File: src/rtl/pc_step_pkg.sv
// Shared encodings for the PC stepping controller: mode select values and FSM states.
package pc_step_pkg;

    localparam logic [1:0] MODE_MANUAL = 2'b00;
    localparam logic [1:0] MODE_AUTO   = 2'b01;
    localparam logic [1:0] MODE_BURST  = 2'b10;
    localparam logic [1:0] MODE_RUN_BP = 2'b11;

    typedef enum logic [1:0] {
        IDLE  = 2'b00,
        BURST = 2'b01,
        RUN   = 2'b10,
        HALT  = 2'b11
    } step_state_t;

endpackage

File: src/rtl/push_debounce.sv
// Button conditioner: 2-flop synchroniser, stability counter, debounced level and
// a one-cycle press pulse on the rising edge of the debounced level.
module push_debounce #(
    parameter int DEBOUNCE_CYCLES = 50000
) (
    input  logic clk,
    input  logic reset,
    input  logic push,
    output logic level,
    output logic press
);

    localparam int CW = (DEBOUNCE_CYCLES > 1) ? $clog2(DEBOUNCE_CYCLES) : 1;
    localparam logic [CW-1:0] CNT_MAX = CW'(DEBOUNCE_CYCLES - 1);

    logic          sync0;
    logic          sync1;
    logic [CW-1:0] cnt;

    always_ff @(posedge clk) begin
        if (reset) begin
            sync0 <= 1'b0;
            sync1 <= 1'b0;
            level <= 1'b0;
            press <= 1'b0;
            cnt   <= '0;
        end else begin
            sync0 <= push;
            sync1 <= sync0;
            press <= 1'b0;
            if (sync1 != level) begin
                // Level only moves after the synced input has disagreed for the full window
                if (cnt == CNT_MAX) begin
                    level <= sync1;
                    press <= sync1;
                    cnt   <= '0;
                end else begin
                    cnt <= cnt + 1'b1;
                end
            end else begin
                cnt <= '0;
            end
        end
    end

endmodule

File: src/rtl/pc_step_ctrl.sv
// PC stepping controller: gates CPU advance (step_en) from a debounced push-button in
// manual, free-run, burst and run-to-breakpoint modes, and latches the stepped PC.
//
// state | meaning
// IDLE  | waiting; AUTO steps every cycle here, MANUAL/BURST/RUN_BP wait for a press
// BURST | stepping every cycle until the captured burst length is used up
// RUN   | stepping every cycle until the breakpoint matches
// HALT  | stopped on breakpoint, bp_hit set; a press resumes past the breakpoint
module pc_step_ctrl
    import pc_step_pkg::*;
#(
    parameter int WIDTH           = 32,
    parameter int DEBOUNCE_CYCLES = 50000,
    parameter int CNT_W           = 8
) (
    input  logic             clk,
    input  logic             reset,
    input  logic [WIDTH-1:0] pcin,
    input  logic [1:0]       mode,
    input  logic             push,
    input  logic [CNT_W-1:0] burst_len,
    input  logic [WIDTH-1:0] bp_addr,
    input  logic             bp_en,
    output logic [WIDTH-1:0] pcout,
    output logic             step_en,
    output logic             bp_hit,
    output logic             busy
);

    step_state_t      state, state_n;
    logic [1:0]       mode_q;
    logic [CNT_W-1:0] remaining, remaining_n;
    logic [CNT_W-1:0] eff_len;
    logic [WIDTH-1:0] pcout_n;
    logic             step_n;
    logic             bp_hit_n;
    logic             skip_bp, skip_bp_n;
    logic             press;
    logic             level_unused;

    push_debounce #(
        .DEBOUNCE_CYCLES(DEBOUNCE_CYCLES)
    ) u_push_debounce (
        .clk  (clk),
        .reset(reset),
        .push (push),
        .level(level_unused),
        .press(press)
    );

    assign eff_len = (burst_len == '0) ? CNT_W'(1) : burst_len;

    always_ff @(posedge clk) begin
        if (reset) begin
            state     <= IDLE;
            mode_q    <= MODE_MANUAL;
            remaining <= '0;
            pcout     <= '0;
            step_en   <= 1'b0;
            bp_hit    <= 1'b0;
            skip_bp   <= 1'b0;
            busy      <= 1'b0;
        end else begin
            state     <= state_n;
            mode_q    <= mode;
            remaining <= remaining_n;
            pcout     <= pcout_n;
            step_en   <= step_n;
            bp_hit    <= bp_hit_n;
            skip_bp   <= skip_bp_n;
            busy      <= (state_n == BURST) || (state_n == RUN);
        end
    end

    always_comb begin
        state_n     = state;
        remaining_n = remaining;
        pcout_n     = pcout;
        step_n      = 1'b0;
        bp_hit_n    = bp_hit;
        skip_bp_n   = skip_bp;

        if (mode != mode_q) begin
            // Any mode change abandons whatever was in progress, including a coincident press
            state_n     = IDLE;
            remaining_n = '0;
            bp_hit_n    = 1'b0;
            skip_bp_n   = 1'b0;
        end else begin
            case (state)
                IDLE: begin
                    case (mode)
                        MODE_MANUAL: begin
                            if (press) begin
                                pcout_n = pcin;
                                step_n  = 1'b1;
                            end
                        end
                        MODE_AUTO: begin
                            pcout_n = pcin;
                            step_n  = 1'b1;
                        end
                        MODE_BURST: begin
                            if (press) begin
                                pcout_n = pcin;
                                step_n  = 1'b1;
                                if (eff_len != CNT_W'(1)) begin
                                    state_n     = BURST;
                                    remaining_n = eff_len - 1'b1;
                                end
                            end
                        end
                        default: begin
                            if (press) begin
                                pcout_n   = pcin;
                                step_n    = 1'b1;
                                state_n   = RUN;
                                skip_bp_n = 1'b0;
                            end
                        end
                    endcase
                end
                BURST: begin
                    pcout_n     = pcin;
                    step_n      = 1'b1;
                    remaining_n = remaining - 1'b1;
                    if (remaining == CNT_W'(1)) begin
                        state_n = IDLE;
                    end
                end
                RUN: begin
                    if (bp_en && (pcin == bp_addr) && !skip_bp) begin
                        state_n  = HALT;
                        pcout_n  = pcin;
                        bp_hit_n = 1'b1;
                    end else begin
                        pcout_n = pcin;
                        step_n  = 1'b1;
                    end
                    skip_bp_n = 1'b0;
                end
                default: begin
                    // Resume arms a one-cycle skip so the halted PC can be stepped over
                    if (press) begin
                        state_n   = RUN;
                        bp_hit_n  = 1'b0;
                        skip_bp_n = 1'b1;
                    end
                end
            endcase
        end
    end

endmodule

File: config.mk
export PLATFORM = sky130hd
export DESIGN_NAME = pc_step_ctrl
export DESIGN_NICKNAME = d
export VERILOG_FILES = /design/src/rtl/pc_step_pkg.sv /design/src/rtl/push_debounce.sv /design/src/rtl/pc_step_ctrl.sv
export SDC_FILE = /design/constraint.sdc
export NUM_CORES = 1
export LEC_CHECK = 0
export ABC_AREA = 1
export ABC_CLOCK_PERIOD_IN_PS = 1910
export CAP_MARGIN = 0
export CORE_ASPECT_RATIO = 0.5
export CORE_UTILIZATION = 47
export CTS_CLUSTER_DIAMETER = 40
export DETAILED_ROUTE_END_ITERATION = 8
export PLACE_DENSITY = 0.88
export SETUP_SLACK_MARGIN = 0.2
export SLEW_MARGIN = 0
export SYNTH_ARGS = -nofsm -noshare
export SYNTH_HDL_FRONTEND = slang
export SYNTH_SLANG_ARGS = --single-unit
File: constraint.sdc
create_clock -name clk -period 1.91 [get_ports clk]
set_clock_uncertainty 0.05 [all_clocks]
set_input_delay 0.382 -clock clk [delete_from_list [all_inputs] [get_ports clk]]
set_output_delay 0.382 -clock clk [all_outputs]
set_load 0.03 [all_outputs]
==> results of run 1 <==
repair_timing:
action / in CTS / in global routing
gates resized for setup: 68 / 115
cloned: 0 / 1
pin swaps: 14 / 45
endpoints found under the setup margin: 77 / 63
buffers inserted: 3 / 12
critical path, delay by kind of cell:
family / cells / cell delay (ps)
compound gates: 3 / 510
simple gates: 4 / 520
fa+ha+maj: 1 / 140
buf+inv: 4 / 470
worst paths after layout:
| kind | start | end | cells past startpoint |
|---|---|---|---|
| setup / recovery | burst_len[5] | remaining[1]$_SDFFE_PP0P_ | 12 |
| hold / removal | pcin[17] | pcout[17]$_SDFFE_PP0P_ | 3 |
| setup reg to reg | state[0]$_SDFF_PP0_ | pcout[22]$_SDFFE_PP0P_ | 8 |
| hold reg to reg | u_push_debounce.sync0$_SDFF_PP0_ | u_push_debounce.sync1$_SDFF_PP0_ | 2 |
flip-flops by register name (all words and copies together), names as in the netlist:
signal / flops
state: 2
pcout: 32
skip_bp: 1
u_push_debounce.cnt: 16
bp_hit: 1
u_push_debounce.sync1: 1
mode_q: 2
remaining: 8
step_en: 1
busy: 1
u_push_debounce.level: 1
u_push_debounce.sync0: 1
u_push_debounce.press: 1
layout make-up:
cell class                      instances  area share
Clock buffer                           12      0.0438
Clock inverter                          2     0.00598
Inverter                               80      0.0534
Multi-Input combinational cell        369       0.358
Sequential cell                        68       0.234
Tap cell                               96      0.0205
Timing Repair Buffer                  171       0.285
metrics by stage:
step	power [mW]	worst slack [ps]	setup TNS, ps	std cells	hold slack, ps
finish	3.85	78.4	0	798	306
global route	3.96	-142	-154	798	310
global placement	2.11	-289	-4950	768	342
CTS	3.75	198	0	785	369
detailed placement	2.12	-312	-6940	768	355
floorplan	1.77	188	0	528	338
per-layer routing:
| layer | wire (um) | GRT usage |
|---|---|---|
| met1 | 5620 | 0.303 |
| met4 | 1100 | 0.199 |
| met5 | 0 | 0 |
| met2 | 7330 | 0.536 |
| met3 | 1430 | 0.0896 |
cell usage after synthesis (2+ instances only):
cell type and number:
sky130_fd_sc_hd__nor3b_1 3, sky130_fd_sc_hd__nor2_4 3, sky130_fd_sc_hd__nor2_2 3, sky130_fd_sc_hd__nor2_1 79
sky130_fd_sc_hd__nor3_2 3, sky130_fd_sc_hd__a21oi_1 38, sky130_fd_sc_hd__nand2_1 113, sky130_fd_sc_hd__buf_4 2
sky130_fd_sc_hd__nor4_1 2, sky130_fd_sc_hd__clkbuf_1 3, sky130_fd_sc_hd__nand2_2 4, sky130_fd_sc_hd__or2_2 5
sky130_fd_sc_hd__a31oi_1 3, sky130_fd_sc_hd__nor4_2 2, sky130_fd_sc_hd__o22ai_1 2, sky130_fd_sc_hd__nor3b_2 2
sky130_fd_sc_hd__o21ai_1 26, sky130_fd_sc_hd__ha_1 5, sky130_fd_sc_hd__nand3_1 11, sky130_fd_sc_hd__buf_6 2
sky130_fd_sc_hd__dfxtp_1 68, sky130_fd_sc_hd__xnor2_1 10, sky130_fd_sc_hd__xor2_1 8, sky130_fd_sc_hd__inv_1 68
sky130_fd_sc_hd__inv_2 10, sky130_fd_sc_hd__nand4_1 7, sky130_fd_sc_hd__o21ai_0 23, sky130_fd_sc_hd__nor3_1 4
sky130_fd_sc_hd__inv_4 2, sky130_fd_sc_hd__buf_2 3, sky130_fd_sc_hd__nand3_2 3
cell families after synthesis:
| group | after synthesis |
|---|---|
| XOR/XNOR | 18 |
| AO/OA/AOI/OAI | 101 |
| flip-flops | 68 |
| AND/OR/NAND/NOR | 245 |
| buffers and inverters | 91 |
| adder cells (fa/ha/maj) | 5 |
report_power, final:
group          internal (mW)  switching (mW)  leakage (nW)
clock                   1.07           0.619         0.145
combinational          0.314           0.377          2.37
sequential              1.46          0.0230         0.553
==> reports/qor.log, run 1 <==
[power_and_ir_drop] peak supply drop 491 uV
[yosys] post-synthesis register bit count 68
[yosys] area share of the leading cell type in the synthesized netlist 0.375
[clocking] Root Driver sky130_fd_sc_hd__clkbuf_16
[setup_path] crit path DAT 2010 ps
[yosys] share of synthesized flip-flops with an asynchronous set or reset 0
[detailed_routing] first-pass iteration count of the detailed router 7
[detailed_routing] iteration-0 DRC count of the detailed router 653
[detailed_routing] detailed-route via count 4,738
[detailed_routing] post-route ant nets 0
[clocking] clock tree from TritonCTS built
[yosys] adder and majority gate portion of the synthesized area 0.0172
[timing] slew at the pin closest to its max-slew limit 412 ps
[floorplanning] count of boundary I/O pins 113
[setup_path] worst reg-to-reg setup slack 110 ps
[floorplanning] Die Outline Area 8100 um^2
[yosys] multiplexer share of the synthesized area 0
[layout] highest-count cells in the layout ignoring fill and taps sky130_fd_sc_hd__nand2_1, sky130_fd_sc_hd__nor2_1, sky130_fd_sc_hd__dfxtp_1, sky130_fd_sc_hd__buf_4, sky130_fd_sc_hd__inv_1
[timing] Max-slew headroom 0.723
[setup_path] Worst EP required 2080 ps
[yosys] count of synthesis-stage warnings from yosys 0
[setup_path] maximum fanout along the worst path 7
[layout] Core Util, Final 0.792
[clocking] TritonCTS buffer count 9
[yosys] sequential element share of the synthesized area 0.375
[floorplanning] overall die height 64.1 um
[detailed_routing] average wire per standard cell 19.4 um
[grt] total congestion overflow 0
[layout] antenna cells 0
[detailed_routing] Via-to-Cell Ratio 5.94
[layout] share of cells above drive strength 1 0.245
[yosys] syn nets 611
[layout] post-route cell area 5860 um^2
[yosys] cell type contributing the most total cell area after synthesis sky130_fd_sc_hd__dfxtp_1
[timing] count of endpoints failing hold in the final timing report 0
[timing] Max Transition Viols Final 0
[grt] global-route wire length before repair 18,700 um
[timing] final setup vio count 0
[setup_path] endpoint class of the critical path flip-flop
[clocking] deepest clock path buffer count 2
[clocking] number of levels the H-tree was split into 3
[setup_path] Setup CP Type in2reg
[clocking] CTS clk-pin slew, worst paths 60 ps
[yosys] largest family of logic cells by synthesized area simple AND/OR/NAND/NOR gates
[timing] Achievable Freq 0.546 GHz
[grt] vias in the first global route 4,143
[yosys] xor and xnor area share after synthesis 0.0434
[hold_path] Hold Path Class in2reg
[yosys] synthesized-area fraction occupied by and/or/nand/nor cells 0.307
[power_and_ir_drop] leakage power figure 3.06 nW
[floorplanning] Die X-Extent 126 um
[layout] area grow syn2layout 61.5%
[yosys] Netlist Area Pre-Place 3630 um^2
[yosys] Avg Synthesized Cell Area 6.87 um^2
[placement] post-placement cell area 5140 um^2
[setup_path] cell with the biggest individual delay on the critical path sky130_fd_sc_hd__a21oi_1
[grt] antenna violations before repair 0
[placement] number of port buffers 112
[floorplanning] starting utilization of the core area 0.490
[grt] overall global routing resource usage 0.297
[power_and_ir_drop] P per Cell Area 657 nW/um^2
[clocking] clock insertion delay at the later pin of the skew report 340 ps
[setup_path] Worst setup SP type primary input
[yosys] compound-gate portion of the synthesized area 0.154
[status] result of the run finished, final reports clean
[clocking] CTS Hold Buffers Added 0
[placement] placed wire-length estimate 7360 um
[setup_path] Top cell by count, worst path sky130_fd_sc_hd__inv_2
[layout] Final Net Count 782
[setup_path] longest individual stage delay on the worst path 280 ps
[layout] fill count 394
[yosys] number of enable flip-flop cells after synthesis 0
[floorplanning] Core Rows 22
[layout] combined area of the multi-input logic cells 2100 um^2
[layout] leading cell type in the layout, fill and taps excluded sky130_fd_sc_hd__nand2_1
[job] max-cap viol count 0
[yosys] cells taking the most area after synthesis sky130_fd_sc_hd__dfxtp_1, sky130_fd_sc_hd__nand2_1, sky130_fd_sc_hd__nor2_1
[detailed_routing] remaining routing DRC violations 0
[placement] global placement routability congestion 0.824
[layout] combined flip-flop and latch cell area 1370 um^2
[timing] minimum period implied by the final worst setup slack 1830 ps
[timing] Final Cycle Share 0.959
[timing] unrepaired setup endpoints after global routing true
[yosys] dominant synthesized flop cell sky130_fd_sc_hd__dfxtp_1
[detailed_routing] Post-Route WL 15,500 um
[setup_path] series of cell instances along the critical path buf_6, inv_2, nand2_2, nor3_4, a31oi_4, inv_2, ha_4, nand4_1, buf_4, nand3_4, o21ai_1, a21oi_1
[clocking] number of clock sinks seen by CTS 68
[floorplanning] core box area 7400 um^2
[yosys] instance count of the mapped netlist 528
[yosys] number of library cell types mapped by synthesis 42
[grt] pin count of the biggest net entering global routing 34
Power figures use the tool's default switching activity.
==> run 2: changes to the inputs <==
--- a/config.mk
+++ b/config.mk
@@ -9,8 +9,10 @@
 export ABC_CLOCK_PERIOD_IN_PS = 1910
 export CAP_MARGIN = 0
 export CORE_ASPECT_RATIO = 0.5
+export CORE_MARGIN = 3
 export CORE_UTILIZATION = 47
 export CTS_CLUSTER_DIAMETER = 40
+export CTS_CLUSTER_SIZE = 24
 export DETAILED_ROUTE_END_ITERATION = 8
 export PLACE_DENSITY = 0.88
 export SETUP_SLACK_MARGIN = 0.2
==> reports/qor.log, run 2 (synthesized netlist as in run 1, its figures left out) <==
[clocking] CTS clk-pin slew, worst paths 60 ps [about the same]
[power_and_ir_drop] leakage power figure 2.66 nW [was 3.06 nW]
[floorplanning] core box area 7070 um^2 [was 7400 um^2]
[clocking] clock tree from TritonCTS built [unchanged]
[detailed_routing] remaining routing DRC violations 0 [unchanged]
[status] failing checks setup timing
[layout] share of cells above drive strength 1 0.210 [was 0.245]
[layout] Final Net Count 782 [unchanged]
[layout] flip-flop count of the largest register after layout 32 [unchanged]
[setup_path] crit path buf inv count 2 [was 4]
[setup_path] Worst setup SP type primary input [unchanged]
[layout] top register by number of flip-flops pcout [unchanged]
[setup_path] depth of the worst register-to-register path 8 [unchanged]
[layout] highest-count cells in the layout ignoring fill and taps sky130_fd_sc_hd__nand2_1, sky130_fd_sc_hd__nor2_1, sky130_fd_sc_hd__dfxtp_1, sky130_fd_sc_hd__inv_1, sky130_fd_sc_hd__clkdlybuf4s50_1 [was sky130_fd_sc_hd__nand2_1, sky130_fd_sc_hd__nor2_1, sky130_fd_sc_hd__dfxtp_1, sky130_fd_sc_hd__buf_4, sky130_fd_sc_hd__inv_1]
[grt] pin count of the biggest net entering global routing 34 [unchanged]
[timing] Achievable Freq 0.518 GHz [was 0.546 GHz]
[floorplanning] Die X-Extent 130 um [was 126 um]
[placement] placed wire-length estimate 7820 um [was 7360 um]
[setup_path] crit path DAT 2130 ps [was 2010 ps]
[layout] fill count 404 [was 394]
[clocking] TritonCTS buffer count 9 [unchanged]
[setup_path] number of cells on the critical path 14 [was 12]
[timing] unrepaired setup endpoints after global routing true [unchanged]
[timing] minimum period implied by the final worst setup slack 1930 ps [was 1830 ps]
[floorplanning] Core Rows 21 [was 22]
[layout] post-route cell area 5670 um^2 [was 5860 um^2]
[timing] count of endpoints failing hold in the final timing report 0 [unchanged]
[setup_path] longest individual stage delay on the worst path 510 ps [was 280 ps]
[detailed_routing] average wire per standard cell 17.3 um [was 19.4 um]
[floorplanning] overall die height 68.1 um [was 64.1 um]
[timing] final hold slack 366 ps [was 306 ps]
[placement] post-placement cell area 5160 um^2 [was 5140 um^2]
[setup_path] worst reg-to-reg setup slack -10 ps [was 110 ps]
[clocking] Root Driver sky130_fd_sc_hd__clkbuf_16 [unchanged]
[grt] vias in the first global route 4,021 [was 4,143]
[timing] fin worst setup slack -20.5 ps [was 78.4 ps]
[setup_path] series of cell instances along the critical path clkdlybuf4s50_1, inv_1, nand2_1, nand2_1, nor2_1, nand2_1, nor2_1, nand2_1, nor2_2, nand3_2, nand2_4, nand3_2, nand2_2, nor2_1 [was buf_6, inv_2, nand2_2, nor3_4, a31oi_4, inv_2, ha_4, nand4_1, buf_4, nand3_4, o21ai_1, a21oi_1]
[detailed_routing] detailed-route via count 4,397 [was 4,738]
[setup_path] Setup CP Type in2reg [unchanged]
[layout] leading cell type in the layout, fill and taps excluded sky130_fd_sc_hd__nand2_1 [unchanged]
[layout] largest registers pcout: 32 flops, u_push_debounce.cnt: 16 flops, remaining: 8 flops [unchanged]
[hold_path] Hold Path Class in2reg [unchanged]
[clocking] deepest clock path buffer count 2 [unchanged]
[detailed_routing] first-pass iteration count of the detailed router 7 [unchanged]
[timing] final setup vio count 2 [was 0]
[setup_path] endpoint class of the critical path flip-flop [unchanged]
[setup_path] timing endpoint of the critical path busy$_SDFF_PP0_ [was remaining[1]$_SDFFE_PP0P_]
[setup_path] cell with the biggest individual delay on the critical path sky130_fd_sc_hd__clkdlybuf4s50_1 [was sky130_fd_sc_hd__a21oi_1]
[setup_path] worst flop-to-flop path startpoint state[0]$_SDFF_PP0_ [unchanged]
[setup_path] maximum fanout along the worst path 3 [was 7]
[floorplanning] Die Outline Area 8880 um^2 [was 8100 um^2]
[timing] Max-slew headroom 0.697 [was 0.723]
[detailed_routing] post-route ant nets 0 [unchanged]
[clocking] number of clock sinks seen by CTS 68 [unchanged]
[timing] Setup TNS -32.5 ps [was 0 ps]
[grt] global-route wire length before repair 18,500 um [was 18,700 um]
[layout] area grow syn2layout 56.1% [was 61.5%]
[detailed_routing] iteration-0 DRC count of the detailed router 536 [was 653]
[job] max-cap viol count 0 [unchanged]
[power_and_ir_drop] peak supply drop 460 uV [was 491 uV]
[detailed_routing] Post-Route WL 13,800 um [was 15,500 um]
[status] result of the run finished with violations [was finished, final reports clean]
[timing] Max Transition Viols Final 0 [unchanged]
[setup_path] Top cell by count, worst path sky130_fd_sc_hd__nand2_1 [was sky130_fd_sc_hd__inv_2]
[power_and_ir_drop] P per Cell Area 679 nW/um^2 [was 657 nW/um^2]
[timing] slew at the pin closest to its max-slew limit 450 ps [was 412 ps]
[setup_path] Worst EP required 2100 ps [was 2080 ps]
[placement] global placement routability congestion 0.872 [was 0.824]
[floorplanning] starting utilization of the core area 0.514 [was 0.490]
[clocking] clock insertion delay at the later pin of the skew report 350 ps [was 340 ps]
[detailed_routing] Via-to-Cell Ratio 5.52 [was 5.94]
[timing] Final Cycle Share 1.01 [was 0.959]
[floorplanning] count of boundary I/O pins 113 [unchanged]
[placement] number of port buffers 112 [unchanged]
[setup_path] cell family contributing the most delay on the critical path simple AND/OR/NAND/NOR gates [unchanged]
[grt] overall global routing resource usage 0.270 [was 0.297]
[setup_path] launch point of the worst path bp_addr[31] [was burst_len[5]]
[grt] antenna violations before repair 1 [was 0]
[grt] total congestion overflow 0 [unchanged]
[setup_path] FF-to-FF End pcout[0]$_SDFFE_PP0P_ [was pcout[22]$_SDFFE_PP0P_]
[clocking] number of levels the H-tree was split into 3 [unchanged]
-- run 2: cell count changes in the layout (fill, tap and decap cells not counted), sizes merged --
cell,delta
diode,+1
inv,+1
clkbuf,-6
dlygate4sd2,+6
clkdlybuf4s50,+42
dlymetal6s2s,-43
clkinvlp,+2
buf,-1
clkinv,+1
-- run 2: cell type report --
class	instances	area, um^2	share of cell area
flip-flops and latches	68	1360	0.241
multi-input cells	369	2030	0.358
clock inverters	6	63.8	0.0113
diodes	1	2.50	0.000442
clock buffers	10	239	0.0422
repair buffers	171	1550	0.273
inverters	80	305	0.0539
well taps	92	115	0.0203
-- run 2: layer usage --
metal  up-vias  part of all wire  track usage
met3        99             0.078       0.0935
li1       2025                 -            -
met2       293              0.49        0.500
met5         -                 0            0
met1      1980              0.37        0.279
met4         0             0.068        0.128
-- run 2: worst min path at each step --
| stage | startpoint | to | depth (start not counted) |
|---|---|---|---|
| after CTS | u_push_debounce.sync0$_SDFF_PP0_ | u_push_debounce.sync1$_SDFF_PP0_ | 2 |
| after global routing | pcin[8] | pcout[8]$_SDFFE_PP0P_ | 4 |
| after floorplan | u_push_debounce.sync0$_SDFF_PP0_ | u_push_debounce.sync1$_SDFF_PP0_ | 2 |
| final | pcin[8] | pcout[8]$_SDFFE_PP0P_ | 4 |
| after global placement | u_push_debounce.sync0$_SDFF_PP0_ | u_push_debounce.sync1$_SDFF_PP0_ | 2 |
| after detailed placement | u_push_debounce.sync0$_SDFF_PP0_ | u_push_debounce.sync1$_SDFF_PP0_ | 2 |
-- run 2: worst reg2reg max path, cell delays in order, from the launching register on --
cell	delay, ps
sky130_fd_sc_hd__dfxtp_1	470
sky130_fd_sc_hd__inv_2	150
sky130_fd_sc_hd__o211ai_2	110
sky130_fd_sc_hd__nand2_1	140
sky130_fd_sc_hd__o21ai_2	110
sky130_fd_sc_hd__nand2_2	130
sky130_fd_sc_hd__buf_4	180
sky130_fd_sc_hd__o21ai_0	350
sky130_fd_sc_hd__nor2_1	110
-- run 2: stage by stage --
| step | power [mW] | utilization | setup WS [ps] | instances |
|---|---|---|---|---|
| global placement | 2.11 | 0.731 | -275 | 768 |
| CTS | 3.78 | 0.772 | 99.3 | 785 |
| floorplan | 1.77 | - | 188 | 528 |
| finish | 3.85 | 0.802 | -20.5 | 797 |
| detailed placement | 2.13 | 0.731 | -539 | 768 |
| global route | 3.97 | 0.802 | -119 | 797 |
-- run 2: power by group --
part	switching, mW	internal [mW]	leakage (nW)
Clock	0.665	1.04	0.144
Combinational	0.343	0.320	1.97
Sequential	0.0207	1.46	0.552
-- run 2: what timing repair did --
action	CTS	global route
setup endpoints to repair	76	59
buffers inserted	1	10
hold buffers	0	0
endpoints found under the hold margin	0	0
pin swaps	10	19
gates resized for setup	62	35
cloned	0	1
